[src/rtl/mic_pkg.sv]
// Shared types and constants for the microphone-to-colour front end.
package mic_pkg;
    localparam logic [11:0] MID_SCALE      = 12'h800;
    localparam int          ADC_FRAME_BITS = 16;
    localparam int          ADC_LEAD_ZEROS = 4;

    typedef logic [11:0] rgb444_t;

    typedef enum logic [1:0] {IDLE, CONV, QUIET} spi_state_t;

    // Green at silence, red at full scale.
    function automatic rgb444_t level_to_rgb(input logic [3:0] level);
        return {level, 4'hF - level, 4'h0};
    endfunction
endpackage

[src/rtl/spi_adc_reader.sv]
// ADCS7476 reader: fixed-rate conversion starts, SPI frame generation and
// capture of the 12 data bits that follow the leading zeros.
module spi_adc_reader
    import mic_pkg::*;
#(
    parameter int CLK_DIV       = 4,
    parameter int QUIET_CYCLES  = 8,
    parameter int SAMPLE_PERIOD = 2500
) (
    input  logic        clk,
    input  logic        rst,
    input  logic        miso,
    output logic        sclk,
    output logic        cs_n,
    output logic        sample_valid,
    output logic [11:0] sample
);
    localparam int TW       = $clog2(SAMPLE_PERIOD);
    localparam int DW       = $clog2(CLK_DIV);
    localparam int QW       = $clog2(QUIET_CYCLES + 1);
    localparam int EW       = $clog2(2 * ADC_FRAME_BITS);
    localparam int SAMPLE_W = ADC_FRAME_BITS - ADC_LEAD_ZEROS;

    spi_state_t            state_q, state_d;
    logic [TW-1:0]         timer_q;
    logic [DW-1:0]         div_q, div_d;
    logic [EW-1:0]         tog_q, tog_d;
    logic [QW-1:0]         quiet_q, quiet_d;
    logic                  sclk_q, sclk_d;
    logic                  cs_n_q, cs_n_d;
    logic [SAMPLE_W-1:0]   shreg_q, shreg_d;
    logic                  done_q, done_d;
    logic [11:0]           sample_q;
    logic                  sample_valid_q;
    logic                  tick;

    assign tick = (timer_q == TW'(SAMPLE_PERIOD - 1));

    always_ff @(posedge clk or negedge rst) begin
        if (!rst) timer_q <= '0;
        else      timer_q <= tick ? '0 : timer_q + 1'b1;
    end

    always_comb begin
        state_d = state_q;
        div_d   = div_q;
        tog_d   = tog_q;
        quiet_d = quiet_q;
        sclk_d  = sclk_q;
        cs_n_d  = cs_n_q;
        shreg_d = shreg_q;
        done_d  = 1'b0;
        case (state_q)
            IDLE: if (tick) begin
                state_d = CONV;
                cs_n_d  = 1'b0;
                sclk_d  = 1'b1;
                div_d   = '0;
                tog_d   = '0;
            end
            CONV: if (div_q == DW'(CLK_DIV - 1)) begin
                div_d  = '0;
                sclk_d = ~sclk_q;
                tog_d  = tog_q + 1'b1;
                // Leading zeros shift out the top of the 12-bit register.
                if (!sclk_q) shreg_d = {shreg_q[SAMPLE_W-2:0], miso};
                if (tog_q == EW'(2 * ADC_FRAME_BITS - 1)) begin
                    state_d = QUIET;
                    cs_n_d  = 1'b1;
                    quiet_d = '0;
                    done_d  = 1'b1;
                end
            end else begin
                div_d = div_q + 1'b1;
            end
            QUIET: begin
                if (quiet_q == QW'(QUIET_CYCLES - 1)) state_d = IDLE;
                else                                  quiet_d = quiet_q + 1'b1;
            end
            default: state_d = IDLE;
        endcase
    end

    always_ff @(posedge clk or negedge rst) begin
        if (!rst) begin
            state_q        <= IDLE;
            div_q          <= '0;
            tog_q          <= '0;
            quiet_q        <= '0;
            sclk_q         <= 1'b1;
            cs_n_q         <= 1'b1;
            shreg_q        <= '0;
            done_q         <= 1'b0;
            sample_q       <= '0;
            sample_valid_q <= 1'b0;
        end else begin
            state_q        <= state_d;
            div_q          <= div_d;
            tog_q          <= tog_d;
            quiet_q        <= quiet_d;
            sclk_q         <= sclk_d;
            cs_n_q         <= cs_n_d;
            shreg_q        <= shreg_d;
            done_q         <= done_d;
            sample_valid_q <= done_q;
            if (done_q) sample_q <= shreg_q;
        end
    end

    assign sclk         = sclk_q;
    assign cs_n         = cs_n_q;
    assign sample       = sample_q;
    assign sample_valid = sample_valid_q;
endmodule

[src/rtl/mic_color_source.sv]
// Microphone front end: peak amplitude over a window of ADC samples mapped
// to one RGB444 colour for the VGA controller.
module mic_color_source
    import mic_pkg::*;
#(
    parameter int CLK_DIV       = 4,
    parameter int QUIET_CYCLES  = 8,
    parameter int SAMPLE_PERIOD = 2500,
    parameter int WINDOW        = 1024
) (
    input  logic        clk,
    input  logic        rst,
    input  logic        miso,
    output logic        sclk,
    output logic        cs_n,
    output logic        sample_valid,
    output logic [11:0] sample,
    output logic        color_valid,
    output rgb444_t     color
);
    localparam int WW = $clog2(WINDOW);

    logic [11:0]   diff;
    logic [10:0]   amp_d, amp_q, peak_q, pmax;
    logic          amp_vld_q;
    logic [WW-1:0] win_q;
    rgb444_t       color_q;
    logic          color_valid_q;

    spi_adc_reader #(
        .CLK_DIV       (CLK_DIV),
        .QUIET_CYCLES  (QUIET_CYCLES),
        .SAMPLE_PERIOD (SAMPLE_PERIOD)
    ) u_adc (
        .clk          (clk),
        .rst          (rst),
        .miso         (miso),
        .sclk         (sclk),
        .cs_n         (cs_n),
        .sample_valid (sample_valid),
        .sample       (sample)
    );

    // Full negative scale (2048) does not fit in 11 bits; clamp it.
    always_comb begin
        diff  = (sample >= MID_SCALE) ? sample - MID_SCALE : MID_SCALE - sample;
        amp_d = diff[11] ? 11'h7FF : diff[10:0];
    end

    assign pmax = (amp_q > peak_q) ? amp_q : peak_q;

    always_ff @(posedge clk or negedge rst) begin
        if (!rst) begin
            amp_q         <= '0;
            amp_vld_q     <= 1'b0;
            peak_q        <= '0;
            win_q         <= '0;
            color_q       <= '0;
            color_valid_q <= 1'b0;
        end else begin
            amp_vld_q     <= sample_valid;
            color_valid_q <= 1'b0;
            if (sample_valid) amp_q <= amp_d;
            if (amp_vld_q) begin
                if (win_q == WW'(WINDOW - 1)) begin
                    win_q         <= '0;
                    peak_q        <= '0;
                    color_q       <= level_to_rgb(pmax[10:7]);
                    color_valid_q <= 1'b1;
                end else begin
                    win_q  <= win_q + 1'b1;
                    peak_q <= pmax;
                end
            end
        end
    end

    assign color       = color_q;
    assign color_valid = color_valid_q;
endmodule

[config.mk]
export PLATFORM = sky130hd
export DESIGN_NAME = mic_color_source
export DESIGN_NICKNAME = d
export VERILOG_FILES = /design/src/rtl/mic_pkg.sv /design/src/rtl/spi_adc_reader.sv /design/src/rtl/mic_color_source.sv
export SDC_FILE = /design/constraint.sdc
export NUM_CORES = 1
export LEC_CHECK = 0
export ABC_AREA = 1
export CAP_MARGIN = 20
export CELL_PAD_IN_SITES_DETAIL_PLACEMENT = 1
export CELL_PAD_IN_SITES_GLOBAL_PLACEMENT = 1
export CORE_MARGIN = 4
export CORE_UTILIZATION = 49
export DETAILED_ROUTE_END_ITERATION = 6
export GPL_TIMING_DRIVEN = 0
export PLACE_DENSITY = 0.87
export REMOVE_ABC_BUFFERS = 1
export SLEW_MARGIN = 20
export SYNTH_ARGS = -nofsm -noshare
export SYNTH_HDL_FRONTEND = slang
export SYNTH_SLANG_ARGS = --single-unit
[constraint.sdc]
create_clock -name clk -period 2.7 [get_ports clk]
set_input_delay 0.54 -clock clk [delete_from_list [all_inputs] [get_ports clk]]
set_output_delay 0.54 -clock clk [all_outputs]
set_load 0.03 [all_outputs]
After elaboration in Yosys (flattened, before gate mapping). Cells that the tools add are included.

Register bits after elaboration: 95. Bits of input ports: 3. Output and inout port bits: 28. Word-level logic and storage cells: 86.

Add/subtract/negate cells: 8. Magnitude comparators: 2. Equality and inequality tests: 12. Muxes and demuxes: 33. Bitwise logic cells: 1. Reductions and logical operators: 12.

Operators by type and width (count): 2-to-1 mux 11 bit (3); 2-to-1 mux 12 bit (2); adder 12 x 1 -> 12 bit, second input constant (1); equality test 12 bit, second input constant (1); >= comparator 12 bit, second input constant (1); 2-to-1 mux 2 bit (6); 2-to-1 mux 4 bit (3); AND reduction 4 bit (3); subtractor 12 bit, first input constant (1); subtractor 12 bit, second input constant (1); > comparator 11 bit (1); adder 10 x 1 -> 10 bit, second input constant (1); equality test 10 bit, second input constant (1); 2-to-1 mux 1 bit (10); 2-to-1 mux 10 bit (1); 2-to-1 mux 5 bit (2); case mux 5 bit (2 select lines) (1); inequality test 2 x 1 -> 1 bit, second input constant (4); case mux 4 bit (2 select lines) (1); case mux 2 bit (3 select lines) (1); AND reduction 2 bit (3); AND reduction 3 bit (2); nonzero test 2 bit (3); adder 5 x 1 -> 5 bit, second input constant (1); 12 further kinds (14).

Depth between registers and ports, before layout. Gate-level depths: netlist of run 1.

Depth in word-level cells: 4. Mapped depth: 13. Mapped depth without buffers: 13.

Modules after synthesis. A second synthesis of run 1 with hierarchy kept.

Cell total of the unflattened synthesis: 546. Area total of the unflattened synthesis: 4803.4 µm².

Modules (own cells, without submodules): spi_adc_reader (times used 1, cells an instance 232, area an instance 2413.6 µm², sequential area each 1328.8 µm²); mic_color_source (times used 1, cells an instance 314, area an instance 2389.8 µm², sequential area each 1051.0 µm²).

Worst setup path before layout of run 1. OpenSTA, ideal clock, no wires.

Path kind: register -> register. From: reg peak_q[10]. To: reg peak_q[0]. Data arrival time: 1.494 ns. Data required time: 2.584 ns. Path slack: 1.090 ns. Cell stages (with the launch flop): 14. Cell sequence: dfrtp_1 > inv_1 > ha_1 > nand2_1 > inv_1 > nand2_2 > nor2_4 > nand2_2 > nand3_4 > nand2_4 > nand2_1 > nand2_2 > nand2_1 > nand2_1.

Longest elaborated chain between the ends: 3.

Ends and longest elaborated chain: from (decl) (RTL line mic_color_source.sv:24) `logic [10:0] amp_d, amp_q, peak_q, pmax;`; from (signal assigned) (RTL line mic_color_source.sv:72) `peak_q <= pmax;`; > comparator 11 bit (RTL line mic_color_source.sv:50) `assign pmax = (amp_q > peak_q) ? amp_q : peak_q;`; nonzero test 2 bit (no source line); AND reduction 2 bit (no source line).

Every way passes these cells. A chain may end at the register's enable or synchronous reset.

Worst setup path after layout of run 1.
From: reg u_adc.sample_valid_q (netlist: u_adc.sample_valid). To: out sample_valid.

RTL lines: from (decl) (RTL line spi_adc_reader.sv:34) `logic sample_valid_q;`; from (signal assigned) (RTL line spi_adc_reader.sv:105) `sample_valid_q <= done_q;`; to (decl) (RTL line mic_color_source.sv:16) `output logic sample_valid,`.

No word-level cell between the ends.

==> out/qor.log, run 1 <==
INFO  logic_synthesis syn_area_per_cell=8.58µm²
INFO  floorplan      dieWidth=106µm
INFO  critical_path  worst_setup_ep_type=output port
INFO  timing         grt_setup_unrepaired=false
INFO  timing         final_critical_path_setup_slack=0.350ns
INFO  timing         timing.clock.skew=0.00586ns
INFO  logic_synthesis synth.yosys.seq_area_share=50.3%
INFO  global_route   grt_remaining_overflow=0
INFO  timing         max_slew.worst_pin.slew=0.648ns
INFO  cells_and_area final_net_count=604
INFO  cells_and_area stdcell_area=0.00532mm²
INFO  clock_tree     cts_buffers=9
INFO  placement      place.detailed.instances=701
INFO  logic_synthesis leading_area_contributor_after_synthesis=sky130_fd_sc_hd__dfrtp_1
INFO  route          drtAntennaViolNets=0
INFO  worst_hold_path holdCritPathClass=input pin to async pin
INFO  logic_synthesis post_synth_num_cell_types=41
INFO  placement      detailed_place_hpwl=7920µm
INFO  cells_and_area n_antenna_cell=0
INFO  run            drv_cap=0
INFO  clock_tree     cts_setup_buffers=0
INFO  global_route   vias_in_the_first_global_route=4082
INFO  clock_tree     cts.reportedPaths.clkPinSlew=0.10ns
INFO  critical_path  cp_slowest_cell=sky130_fd_sc_hd__clkdlybuf4s50_1
INFO  power_and_ir_drop p_leak=2.70nW
INFO  global_route   grt_pass1_wl=19800µm
INFO  floorplan      coreArea=0.00933mm²
INFO  power_and_ir_drop powerDensity=443mW/mm²
INFO  route          route.final.wire_length=11100µm
INFO  clock_tree     cts-resized-gates=0
INFO  timing         max_frequency=0.425GHz
INFO  critical_path  crit_fanout=16
INFO  clock_tree     post_cts_hold_buffers=0
INFO  floorplan      floorplan.initialDensity=50.7%
INFO  route          drt_first_pass_iters=4
INFO  global_route   antenna_found_initial=0
INFO  timing         slew_limit_fails=0
INFO  timing         setup-violations-final=0
INFO  cells_and_area fraction_of_layout_instances_using_a_drive_strength_above_1=10.4%
INFO  critical_path  worst-path-buf-inv=1
INFO  global_route   grt_start_max_net_pins=73
INFO  clock_tree     clk_latency=0.36ns
INFO  logic_synthesis synth_ff_type=sky130_fd_sc_hd__dfrtp_1
INFO  placement      gp_congestion=0.831
INFO  cells_and_area finish.cell_count_without_fillers=717
INFO  power_and_ir_drop peak_supply_drop=0.289mV
INFO  critical_path  path_delay_family=buffers and inverters
INFO  timing         slew-limit-headroom=56.8%
INFO  clock_tree     clk_path_buf_depth=2
INFO  placement      dpl_cell_area=0.00513mm²
INFO  critical_path  setup.worst_path.start_class=register
INFO  status         run_status=complete, no violations
INFO  critical_path  largest_incremental_delay_on_the_critical_path=0.77ns
INFO  floorplan      die-area=0.0113mm²
INFO  cells_and_area final_common_cell=sky130_fd_sc_hd__nand2_1
INFO  clock_tree     clock_tree.htree_level_count=3
INFO  timing         final.setup.tns=0ns
INFO  floorplan      std_cell_rows=35
INFO  logic_synthesis synth.area.top_cells=sky130_fd_sc_hd__dfrtp_1, sky130_fd_sc_hd__nand2_1, sky130_fd_sc_hd__inv_1
INFO  floorplan      pin_count=31
INFO  cells_and_area mostFrequentLayoutCells=sky130_fd_sc_hd__nand2_1, sky130_fd_sc_hd__dfrtp_1, sky130_fd_sc_hd__inv_1
INFO  route          vias=3730
INFO  logic_synthesis yosys_register_bits=95
INFO  logic_synthesis synthDominantCellAreaShare=49.2%
INFO  global_route   global_route.usage.total=21.7%
INFO  critical_path  critical_path_required=2.16ns
INFO  critical_path  crit_path_cell_trace=clkdlybuf4s50_1
INFO  route          detail_route.wl_per_cell=15.4µm
INFO  route          initialDrtViolationCount=160
INFO  logic_synthesis share_of_synthesized_flip_flops_with_an_asynchronous_set_or_reset=100%
INFO  floorplan      fp.dieH=106µm
INFO  timing         post-route-period-util=87.0%
INFO  clock_tree     tritoncts=yes
INFO  placement      placement.io_buffers=26
INFO  cells_and_area filler_cell_count=1118
INFO  route          detail_route.drc_violations=0
INFO  route          avgViaCountPerCell=5.20
INFO  logic_synthesis synth-edff-count=0
INFO  logic_synthesis netlist_area=0.00473mm²
INFO  timing         fin_hold_viols=0
INFO  timing         final_period_minus_worst_setup_slack=2.35ns
INFO  logic_synthesis netlist_instances=551
INFO  clock_tree     ctsRootBufferMaster=sky130_fd_sc_hd__clkbuf_8
INFO  cells_and_area area_growth=12.4%
INFO  logic_synthesis ys.warnings.count=0
INFO  clock_tree     clkSinkCount=95
INFO  critical_path  worstSetupPathType=register to output port
INFO  critical_path  worstPathArrival=1.81ns
INFO  placement      placement.setup.worst_slack=0.726ns
==> report_power, final <==
part,internal (mW),leakage [nW],switching (mW)
combinational,0.00742,1.31,0.0356
clock,0.346,0.0877,0.540
sequential,1.42,1.30,0.000470
total,1.78,2.70,0.577
==> final timing paths <==
check | start | slack (ns) | depth (start not counted) | to
setup / recovery | u_adc.sample_valid | 0.35 | 1 | sample_valid
hold / removal | rst | 0.03 | 1 | win_q[0]
setup reg to reg | peak_q[8] | 0.74 | 13 | peak_q[6]
hold reg to reg | peak_q[3] | 0.49 | 2 | peak_q[3]
max in group asynchronous | rst | 2.03 | 2 | u_adc.sclk
min in group clk | peak_q[3] | 0.49 | 2 | peak_q[3]
==> final cells by class <==
cell class	instances	area [µm²]	share of cell area [%]
clock buffer	9	124	2.33
timing repair buffer	27	289	5.44
multi-input combinational	375	2020	38.0
inverter	75	284	5.34
clock inverter	7	57.6	1.08
sequential	95	2380	44.8
tap	129	161	3.04
==> cell families after synthesis <==
kind of cell	share of synthesized area, %
simple gates	26.1
flops	50.3
fa+ha+maj	4.76
compound gates	6.03
xor+xnor	2.41
other cells	0.0793
buf+inv	7.20
mux	3.07
==> sequential cells by signal, indices dropped and copies added, names as in the netlist <==
name                count
u_adc.state_q           2
u_adc.div_q             2
u_adc.shreg_q          12
u_adc.done_q            1
u_adc.timer_q          12
color_valid             1
u_adc.quiet_q           4
u_adc.sample_valid      1
win_q                  10
amp_q                  11
u_adc.cs_n              1
color                   8
amp_vld_q               1
peak_q                 11
u_adc.tog_q             5
u_adc.sclk              1
u_adc.sample           12
==> synth_stat cells (3+ instances only) <==
cell type / instances
sky130_fd_sc_hd__nand2_1: 147
sky130_fd_sc_hd__dfrtp_1: 93
sky130_fd_sc_hd__inv_1: 66
sky130_fd_sc_hd__nor2_1: 61
sky130_fd_sc_hd__nand3_1: 33
sky130_fd_sc_hd__o21ai_0: 24
sky130_fd_sc_hd__ha_1: 18
sky130_fd_sc_hd__a21oi_1: 17
sky130_fd_sc_hd__xor2_1: 11
sky130_fd_sc_hd__nand2_2: 8
sky130_fd_sc_hd__nor3_1: 8
sky130_fd_sc_hd__inv_2: 7
sky130_fd_sc_hd__mux2_4: 6
sky130_fd_sc_hd__buf_4: 4
sky130_fd_sc_hd__clkbuf_1: 4
sky130_fd_sc_hd__mux2_2: 4
sky130_fd_sc_hd__nand3b_1: 4
sky130_fd_sc_hd__nor2_4: 4
sky130_fd_sc_hd__nand4_1: 3
sky130_fd_sc_hd__nor2_2: 3
==> routing by layer <==
metal | vias up | global-route usage, % | wire, µm
li1 | 1795 | - | -
met1 | 1857 | 26.2 | 4770
met2 | 59 | 39.1 | 5830
met3 | 19 | 4.13 | 276
met4 | 0 | 6.11 | 187
met5 | - | 0 | 0
==> through the flow <==
step	total power [mW]	util, %	hold slack [ns]
2_1_floorplan	1.46	-	0.244
3_3_place_gp	1.49	54.7	0.455
3_5_place_dp	1.50	55.1	0.418
4_1_cts	2.37	57.0	0.0206
5_1_grt	2.44	57.0	0.0131
6_report	2.35	57.0	0.0268
Power figures use the tool's default switching activity.
==> inputs of run 2 (changes only) <==
--- a/config.mk
+++ b/config.mk
@@ -12,6 +12,7 @@
 export CORE_MARGIN = 4
-export CORE_UTILIZATION = 49
+export CORE_UTILIZATION = 50
+export CTS_BUF_LIST = sky130_fd_sc_hd__clkbuf_4 sky130_fd_sc_hd__clkbuf_8
 export DETAILED_ROUTE_END_ITERATION = 6
 export GPL_TIMING_DRIVEN = 0
-export PLACE_DENSITY = 0.87
+export PLACE_DENSITY = 0.89
 export REMOVE_ABC_BUFFERS = 1
--- a/constraint.sdc
+++ b/constraint.sdc
@@ -3,2 +3,2 @@
 set_output_delay 0.54 -clock clk [all_outputs]
-set_load 0.03 [all_outputs]
+set_load 0.01 [all_outputs]
==> out/qor.log, run 2 (same netlist as run 1, synthesis figures left out) <==
INFO  placement      dpl_cell_area=0.00513mm² [unchanged]
INFO  global_route   grt_pass1_wl=19600µm [-1.1%]
INFO  power_and_ir_drop powerDensity=472mW/mm² [+6.6%]
INFO  cells_and_area stdcell_area=0.00536mm² [+0.75%]
INFO  route          detail_route.wl_per_cell=15.7µm [+1.7%]
INFO  placement      detailed_place_hpwl=8090µm [+2.2%]
INFO  global_route   global_route.usage.total=21.7% [+0.031 points]
INFO  worst_hold_path holdCritPathClass=input pin to async pin
INFO  critical_path  critical_path_required=2.16ns [about the same]
INFO  clock_tree     clkSinkCount=95 [unchanged]
INFO  clock_tree     ctsRootBufferMaster=sky130_fd_sc_hd__clkbuf_8
INFO  cells_and_area finish.cell_count_without_fillers=717 [unchanged]
INFO  timing         setup-violations-final=0 [unchanged]
INFO  timing         grt_setup_unrepaired=false
INFO  floorplan      floorplan.initialDensity=51.2% [+0.48 points]
INFO  route          detail_route.drc_violations=0 [unchanged]
INFO  clock_tree     cts_setup_buffers=0 [unchanged]
INFO  route          drtAntennaViolNets=0 [unchanged]
INFO  critical_path  largest_incremental_delay_on_the_critical_path=0.66ns [-0.11 ns]
INFO  clock_tree     tritoncts=yes
INFO  cells_and_area final_net_count=604 [unchanged]
INFO  power_and_ir_drop power.switching=0.559mW [-3.0%]
INFO  route          vias=3717 [-0.35%]
INFO  critical_path  regToRegStartpoint=peak_q[8]
INFO  cells_and_area final-seq-area=0.00238mm² [unchanged]
INFO  route          initialDrtViolationCount=118 [-26%]
INFO  route          avgViaCountPerCell=5.18 [-0.35%]
INFO  clock_tree     cts.reportedPaths.clkPinSlew=0.10ns [about the same]
INFO  route          route.final.wire_length=11300µm [+1.7%]
INFO  timing         max_frequency=0.453GHz [+6.5%]
INFO  clock_tree     clk_path_buf_depth=2 [unchanged]
INFO  power_and_ir_drop peak_supply_drop=0.252mV [-13%]
INFO  floorplan      std_cell_rows=35 [unchanged]
INFO  floorplan      dieWidth=105µm [-0.93%]
INFO  timing         final_critical_path_setup_slack=0.492ns [+0.142 ns]
INFO  critical_path  regToRegEndpoint=peak_q[10]
INFO  global_route   grt_remaining_overflow=0 [unchanged]
INFO  clock_tree     cts_buffers=9 [unchanged]
INFO  critical_path  worst-r2r-setup-slack=0.71ns [-0.03 ns]
INFO  timing         final_period_minus_worst_setup_slack=2.21ns [-0.142 ns]
INFO  critical_path  worst-path-buf-inv=1 [unchanged]
INFO  route          drt_first_pass_iters=4 [unchanged]
INFO  clock_tree     clock_tree.htree_level_count=3 [unchanged]
INFO  timing         fin_hold_viols=0 [unchanged]
INFO  placement      placement.setup.worst_slack=0.748ns [+0.0218 ns]
INFO  floorplan      fp.dieH=105µm [-0.93%]
INFO  critical_path  worstSetupPathType=register to output port
INFO  critical_path  crit_fanout=16 [unchanged]
INFO  clock_tree     cts-resized-gates=0 [unchanged]
INFO  placement      gp_congestion=0.829 [-0.25%]
INFO  clock_tree     post_cts_hold_buffers=0 [unchanged]
INFO  global_route   antenna_found_initial=0 [unchanged]
INFO  timing         slew-limit-headroom=54.5% [-2.2 points]
INFO  critical_path  setup.worst_path.start_class=register
INFO  global_route   vias_in_the_first_global_route=4118 [+0.88%]
INFO  floorplan      coreArea=0.00924mm² [-0.94%]
INFO  power_and_ir_drop power.combinational.fraction=1.5% [-0.3 points]
INFO  critical_path  crit_path_cell_trace=clkdlybuf4s50_1
INFO  timing         post-route-period-util=81.8% [-5.3 points]
INFO  status         run_status=complete, no violations
INFO  floorplan      pin_count=31 [unchanged]
INFO  placement      place.detailed.instances=701 [unchanged]
INFO  timing         timing.clock.skew=0.0151ns [+0.00922 ns]
INFO  critical_path  timing.reg2reg.worst_path_depth=8 [-5]
INFO  clock_tree     clk_latency=0.37ns [about the same]
INFO  critical_path  worst_setup_ep_type=output port
INFO  power_and_ir_drop clockPowerShare=42.2% [+4.5 points]
INFO  critical_path  worstPathArrival=1.67ns [-0.14 ns]
INFO  power_and_ir_drop p_leak=2.72nW [+0.85%]
INFO  cells_and_area final_common_cell=sky130_fd_sc_hd__nand2_1
INFO  power_and_ir_drop cell_internal_pwr=1.97mW [+11%]
INFO  run            drv_cap=0 [unchanged]
INFO  global_route   grt_start_max_net_pins=62 [-15%]
INFO  cells_and_area area_growth=13.3%
INFO  timing         max_slew.worst_pin.slew=0.682ns [+0.0335 ns]
INFO  critical_path  cp_slowest_cell=sky130_fd_sc_hd__dfrtp_1
INFO  power_and_ir_drop p_sw_share=22.1% [-2.4 points]
INFO  cells_and_area mostFrequentLayoutCells=sky130_fd_sc_hd__nand2_1, sky130_fd_sc_hd__dfrtp_1, sky130_fd_sc_hd__inv_1
INFO  cells_and_area fraction_of_layout_instances_using_a_drive_strength_above_1=10.4% [unchanged]
INFO  floorplan      die-area=0.0111mm² [-1.9%]
INFO  cells_and_area postLayoutCoreUtil=58.0% [+0.97 points]
INFO  placement      placement.io_buffers=26 [unchanged]
INFO  cells_and_area n_antenna_cell=0 [unchanged]
INFO  critical_path  path_delay_family=flip-flops
INFO  cells_and_area multiInputGateArea=0.00202mm² [unchanged]
INFO  power_and_ir_drop power.share.sequential=56.3% [-4.2 points]
INFO  timing         slew_limit_fails=0 [unchanged]
INFO  cells_and_area filler_cell_count=1101 [-1.5%]
[run 2: cell count changes in the layout (fill, tap and decap cells not counted)]
cell | before | now
sky130_fd_sc_hd__inv_8 | 1 | 0
sky130_fd_sc_hd__clkbuf_4 | 0 | 1
sky130_fd_sc_hd__inv_6 | 1 | 2
sky130_fd_sc_hd__bufinv_16 | 0 | 2
sky130_fd_sc_hd__clkinv_4 | 2 | 0
sky130_fd_sc_hd__clkinvlp_4 | 2 | 1
[run 2: final cells by class]
cell class	instances	share of cell area [%]
multi-input combinational	375	37.7
tap	129	3.01
sequential	95	44.4
timing repair buffer	27	5.40
clock buffer	10	2.45
clock inverter	6	1.68
inverter	75	5.30
[run 2: power by group through the flow]
stage / combinational [mW] / clock [mW] / sequential [mW]
final: 0.0384 / 1.07 / 1.42
after global routing: 0.0451 / 1.15 / 1.42
after CTS: 0.0408 / 1.08 / 1.42
after detailed placement: 0.0407 / 0 / 1.45
after global placement: 0.0343 / 0 / 1.45
after floorplan: 0.00307 / 0 / 1.45
[run 2: layer usage]
layer	track usage, %	vias to the layer above	wire length (µm)
li1	-	1795	-
met1	25.7	1873	4920
met2	40.1	39	5940
met3	4.35	10	273
met4	5.34	0	125
met5	0	-	0
[run 2: how the worst max path moves through the flow]
| stage | from | to | slack [ns] | cells after the start |
|---|---|---|---|---|
| final | u_adc.sample_valid | sample_valid | 0.49 | 1 |
| after global routing | u_adc.sample_valid | sample_valid | 0.38 | 1 |
| after CTS | u_adc.sample_valid | sample_valid | 0.46 | 1 |
| after detailed placement | peak_q[8] | peak_q[10] | 0.75 | 8 |
| after global placement | rst | u_adc.sample[9] | -2.44 | 1 |
| after floorplan | peak_q[10] | peak_q[0] | 1.09 | 13 |
[run 2: stage by stage]
stage          TNS [ns]  hold slack, ns  total power [mW]
2_1_floorplan         0           0.244              1.45
3_3_place_gp    -228.80           0.454              1.49
3_5_place_dp          0           0.466              1.49
4_1_cts               0          0.0687              2.55
5_1_grt               0          0.0720              2.62
6_report              0          0.0588              2.53
==> inputs of run 3 (changes only) <==
CORE_UTILIZATION = 47   (was 50)
PLACE_DENSITY = 0.84   (was 0.89)
clock period = 2.2 ns   (was 2.7 ns; I/O delays follow)
==> out/qor.log, run 3 (same netlist as run 1, synthesis figures left out) <==
INFO  status         run_status=complete, no violations
INFO  critical_path  largest_incremental_delay_on_the_critical_path=0.41ns [-0.25 ns]
INFO  placement      detailed_place_hpwl=7840µm [-3.2%]
INFO  timing         slew_limit_fails=0 [unchanged]
INFO  critical_path  setup.worst_path.start_class=register
INFO  floorplan      std_cell_rows=36 [+2.9%]
INFO  route          initialDrtViolationCount=107 [-9.3%]
INFO  global_route   grt_pass1_wl=18900µm [-3.5%]
INFO  critical_path  crit_fanout=10 [-6]
INFO  floorplan      pin_count=31 [unchanged]
INFO  critical_path  path_delay_family=simple AND/OR/NAND/NOR gates
INFO  power_and_ir_drop power_consumption=3.20mW [+27%]
INFO  global_route   global_route.usage.total=20.4% [-1.3 points]
INFO  power_and_ir_drop peak_supply_drop=0.287mV [+14%]
INFO  critical_path  worst-r2r-setup-slack=0.21ns [-0.50 ns]
INFO  clock_tree     cts.reportedPaths.clkPinSlew=0.10ns [about the same]
INFO  clock_tree     cts_setup_buffers=0 [unchanged]
INFO  critical_path  timing.reg2reg.worst_path_depth=13 [+5]
INFO  clock_tree     clk_latency=0.37ns [about the same]
INFO  cells_and_area final_common_cell=sky130_fd_sc_hd__nand2_1
INFO  critical_path  worst-path-buf-inv=2 [+1]
INFO  floorplan      coreArea=0.00977mm² [+5.8%]
INFO  route          detail_route.wl_per_cell=14.9µm [-4.9%]
INFO  global_route   grt_remaining_overflow=0 [unchanged]
INFO  global_route   antenna_found_initial=0 [unchanged]
INFO  floorplan      dieWidth=108µm [+2.9%]
INFO  floorplan      floorplan.initialDensity=48.4% [-2.8 points]
INFO  critical_path  crit_path_cell_trace=inv_1, ha_1, nand2_1, inv_1, nand2_2, nor2_4, nand2_2, nand3_4, nand2_4, nand2_1, nand2_2, nand2_1, nand2_1
INFO  route          avgViaCountPerCell=5.07 [-2.3%]
INFO  cells_and_area stdcell_area=0.00539mm² [+0.68%]
INFO  critical_path  critical_path_required=2.46ns [+0.30 ns]
INFO  timing         final_period_minus_worst_setup_slack=1.99ns
INFO  timing         grt_setup_unrepaired=false
INFO  critical_path  worstSetupPathType=register to register
INFO  timing         post-route-period-util=90.3%
INFO  cells_and_area final_net_count=605 [+0.17%]
INFO  cells_and_area filler_cell_count=1182 [+7.4%]
INFO  timing         slew-limit-headroom=55.2% [+0.64 points]
INFO  route          drt_first_pass_iters=4 [unchanged]
INFO  timing         final.setup.tns=0ns [unchanged]
INFO  route          vias=3657 [-1.6%]
INFO  global_route   vias_in_the_first_global_route=4058 [-1.5%]
INFO  critical_path  regToRegEndpoint=peak_q[5]
INFO  placement      place.detailed.instances=705 [+0.57%]
INFO  cells_and_area finish.cell_count_without_fillers=722 [+0.70%]
INFO  clock_tree     ctsRootBufferMaster=sky130_fd_sc_hd__clkbuf_8
INFO  critical_path  timing.critical_path.mode_cell=sky130_fd_sc_hd__nand2_1
INFO  placement      dpl_cell_area=0.00514mm² [about the same]
INFO  route          route.final.wire_length=10800µm [-4.3%]
INFO  cells_and_area fraction_of_layout_instances_using_a_drive_strength_above_1=10.5% [+0.15 points]
INFO  clock_tree     clock_tree.htree_level_count=3 [unchanged]
INFO  worst_hold_path worst_hold_path.num_cells=2
INFO  clock_tree     cts_buffers=9 [unchanged]
INFO  placement      placement.io_buffers=26 [unchanged]
INFO  cells_and_area n_antenna_cell=0 [unchanged]
INFO  clock_tree     clkSinkCount=95 [unchanged]
INFO  run            drv_cap=0 [unchanged]
INFO  route          detail_route.drc_violations=0 [unchanged]
INFO  critical_path  regToRegStartpoint=peak_q[10]
INFO  critical_path  worstPathArrival=2.25ns [+0.58 ns]
INFO  global_route   grt_start_max_net_pins=69 [+11%]
INFO  timing         max_slew.worst_pin.slew=0.672ns [-0.00959 ns]
INFO  worst_hold_path min_to=peak_q[4]
INFO  critical_path  cp_slowest_cell=sky130_fd_sc_hd__dfrtp_1
INFO  route          drtAntennaViolNets=0 [unchanged]
INFO  floorplan      fp.dieH=108µm [+2.9%]
INFO  timing         setup-violations-final=0 [unchanged]
INFO  power_and_ir_drop p_leak=2.74nW [+0.61%]
INFO  worst_hold_path holdCritPathClass=register to register
INFO  critical_path  worst_setup_ep_type=register
INFO  placement      gp_congestion=0.775 [-6.6%]
INFO  timing         max_frequency=0.503GHz
INFO  timing         timing.clock.skew=0.0117ns [-0.00337 ns]
INFO  worst_hold_path worst_hold_path_startpoint=peak_q[4]
INFO  cells_and_area mostFrequentLayoutCells=sky130_fd_sc_hd__nand2_1, sky130_fd_sc_hd__dfrtp_1, sky130_fd_sc_hd__inv_1
INFO  power_and_ir_drop powerDensity=594mW/mm² [+26%]
INFO  timing         fin_hold_viols=0 [unchanged]
INFO  cells_and_area area_growth=14.0%
INFO  clock_tree     tritoncts=yes
INFO  clock_tree     clk_path_buf_depth=2 [unchanged]
INFO  floorplan      die-area=0.0117mm² [+5.9%]
## run 3: cell types whose count changed in the layout (fill, tap and decap cells not counted), sizes merged
cell / change
inv: -2
clkinvlp: -1
clkbuf: +2
dlygate4sd3: +1
bufinv: +1
## run 3: stage by stage
step	worst slack [ns]	utilization [%]	hold slack (ns)
after floorplan	0.590	-	0.144
after global placement	-2.87	52.3	0.455
after detailed placement	0.290	52.6	0.337
after CTS	0.0417	55.2	0.484
after global routing	0.0597	55.2	0.514
final	0.213	55.2	0.481
## run 3: worst reg2reg max path: cells and delay by family, from the launching register on
kind,cells,cell delay (ns)
buffers and inverters,2,0.17
DFF,1,0.41
and+or+nand+nor,10,0.98
adders and majority gates,1,0.31
## run 3: worst max path at each step
| stage | startpoint | end | slack [ns] | cells past startpoint |
|---|---|---|---|---|
| floorplan | peak_q[10] | peak_q[0] | 0.59 | 13 |
| global placement | rst | u_adc.shreg_q[9] | -2.87 | 1 |
| detailed placement | amp_q[8] | peak_q[5] | 0.29 | 12 |
| CTS | u_adc.sample_valid | sample_valid | 0.04 | 1 |
| global route | peak_q[10] | peak_q[5] | 0.06 | 13 |
| finish | peak_q[10] | peak_q[5] | 0.21 | 13 |
## run 3: repair_timing
action,4_1_cts,5_1_grt
hold endpoints to repair,27,0
resized for setup,0,1
setup endpoints to repair,0,1
hold buffers,1,0
## run 3: final cells by class
type	count	area (µm²)	area share (%)
Clock buffer	12	146	2.71
Clock inverter	4	95.1	1.76
Inverter	75	284	5.27
Multi-Input combinational cell	375	2020	37.5
Sequential cell	95	2380	44.2
Tap cell	133	166	3.09
Timing Repair Buffer	28	299	5.55
## run 3: power breakdown
part | internal (mW) | total [mW] | switching, mW
registers | 1.75 | 1.75 | 0.000739
logic | 0.0102 | 0.0486 | 0.0383
clock network | 0.793 | 1.41 | 0.616
total | 2.55 | 3.20 | 0.655
## run 3: per-layer routing
| metal | part of all wire, % | track usage (%) | wire (µm) | vias up |
|---|---|---|---|---|
| li1 | - | - | - | 1794 |
| met1 | 44 | 24.7 | 4780 | 1800 |
| met2 | 51 | 36.3 | 5500 | 44 |
| met3 | 2.5 | 3.10 | 267 | 19 |
| met4 | 2.0 | 8.57 | 219 | 0 |
| met5 | 0 | 0 | 0 | - |
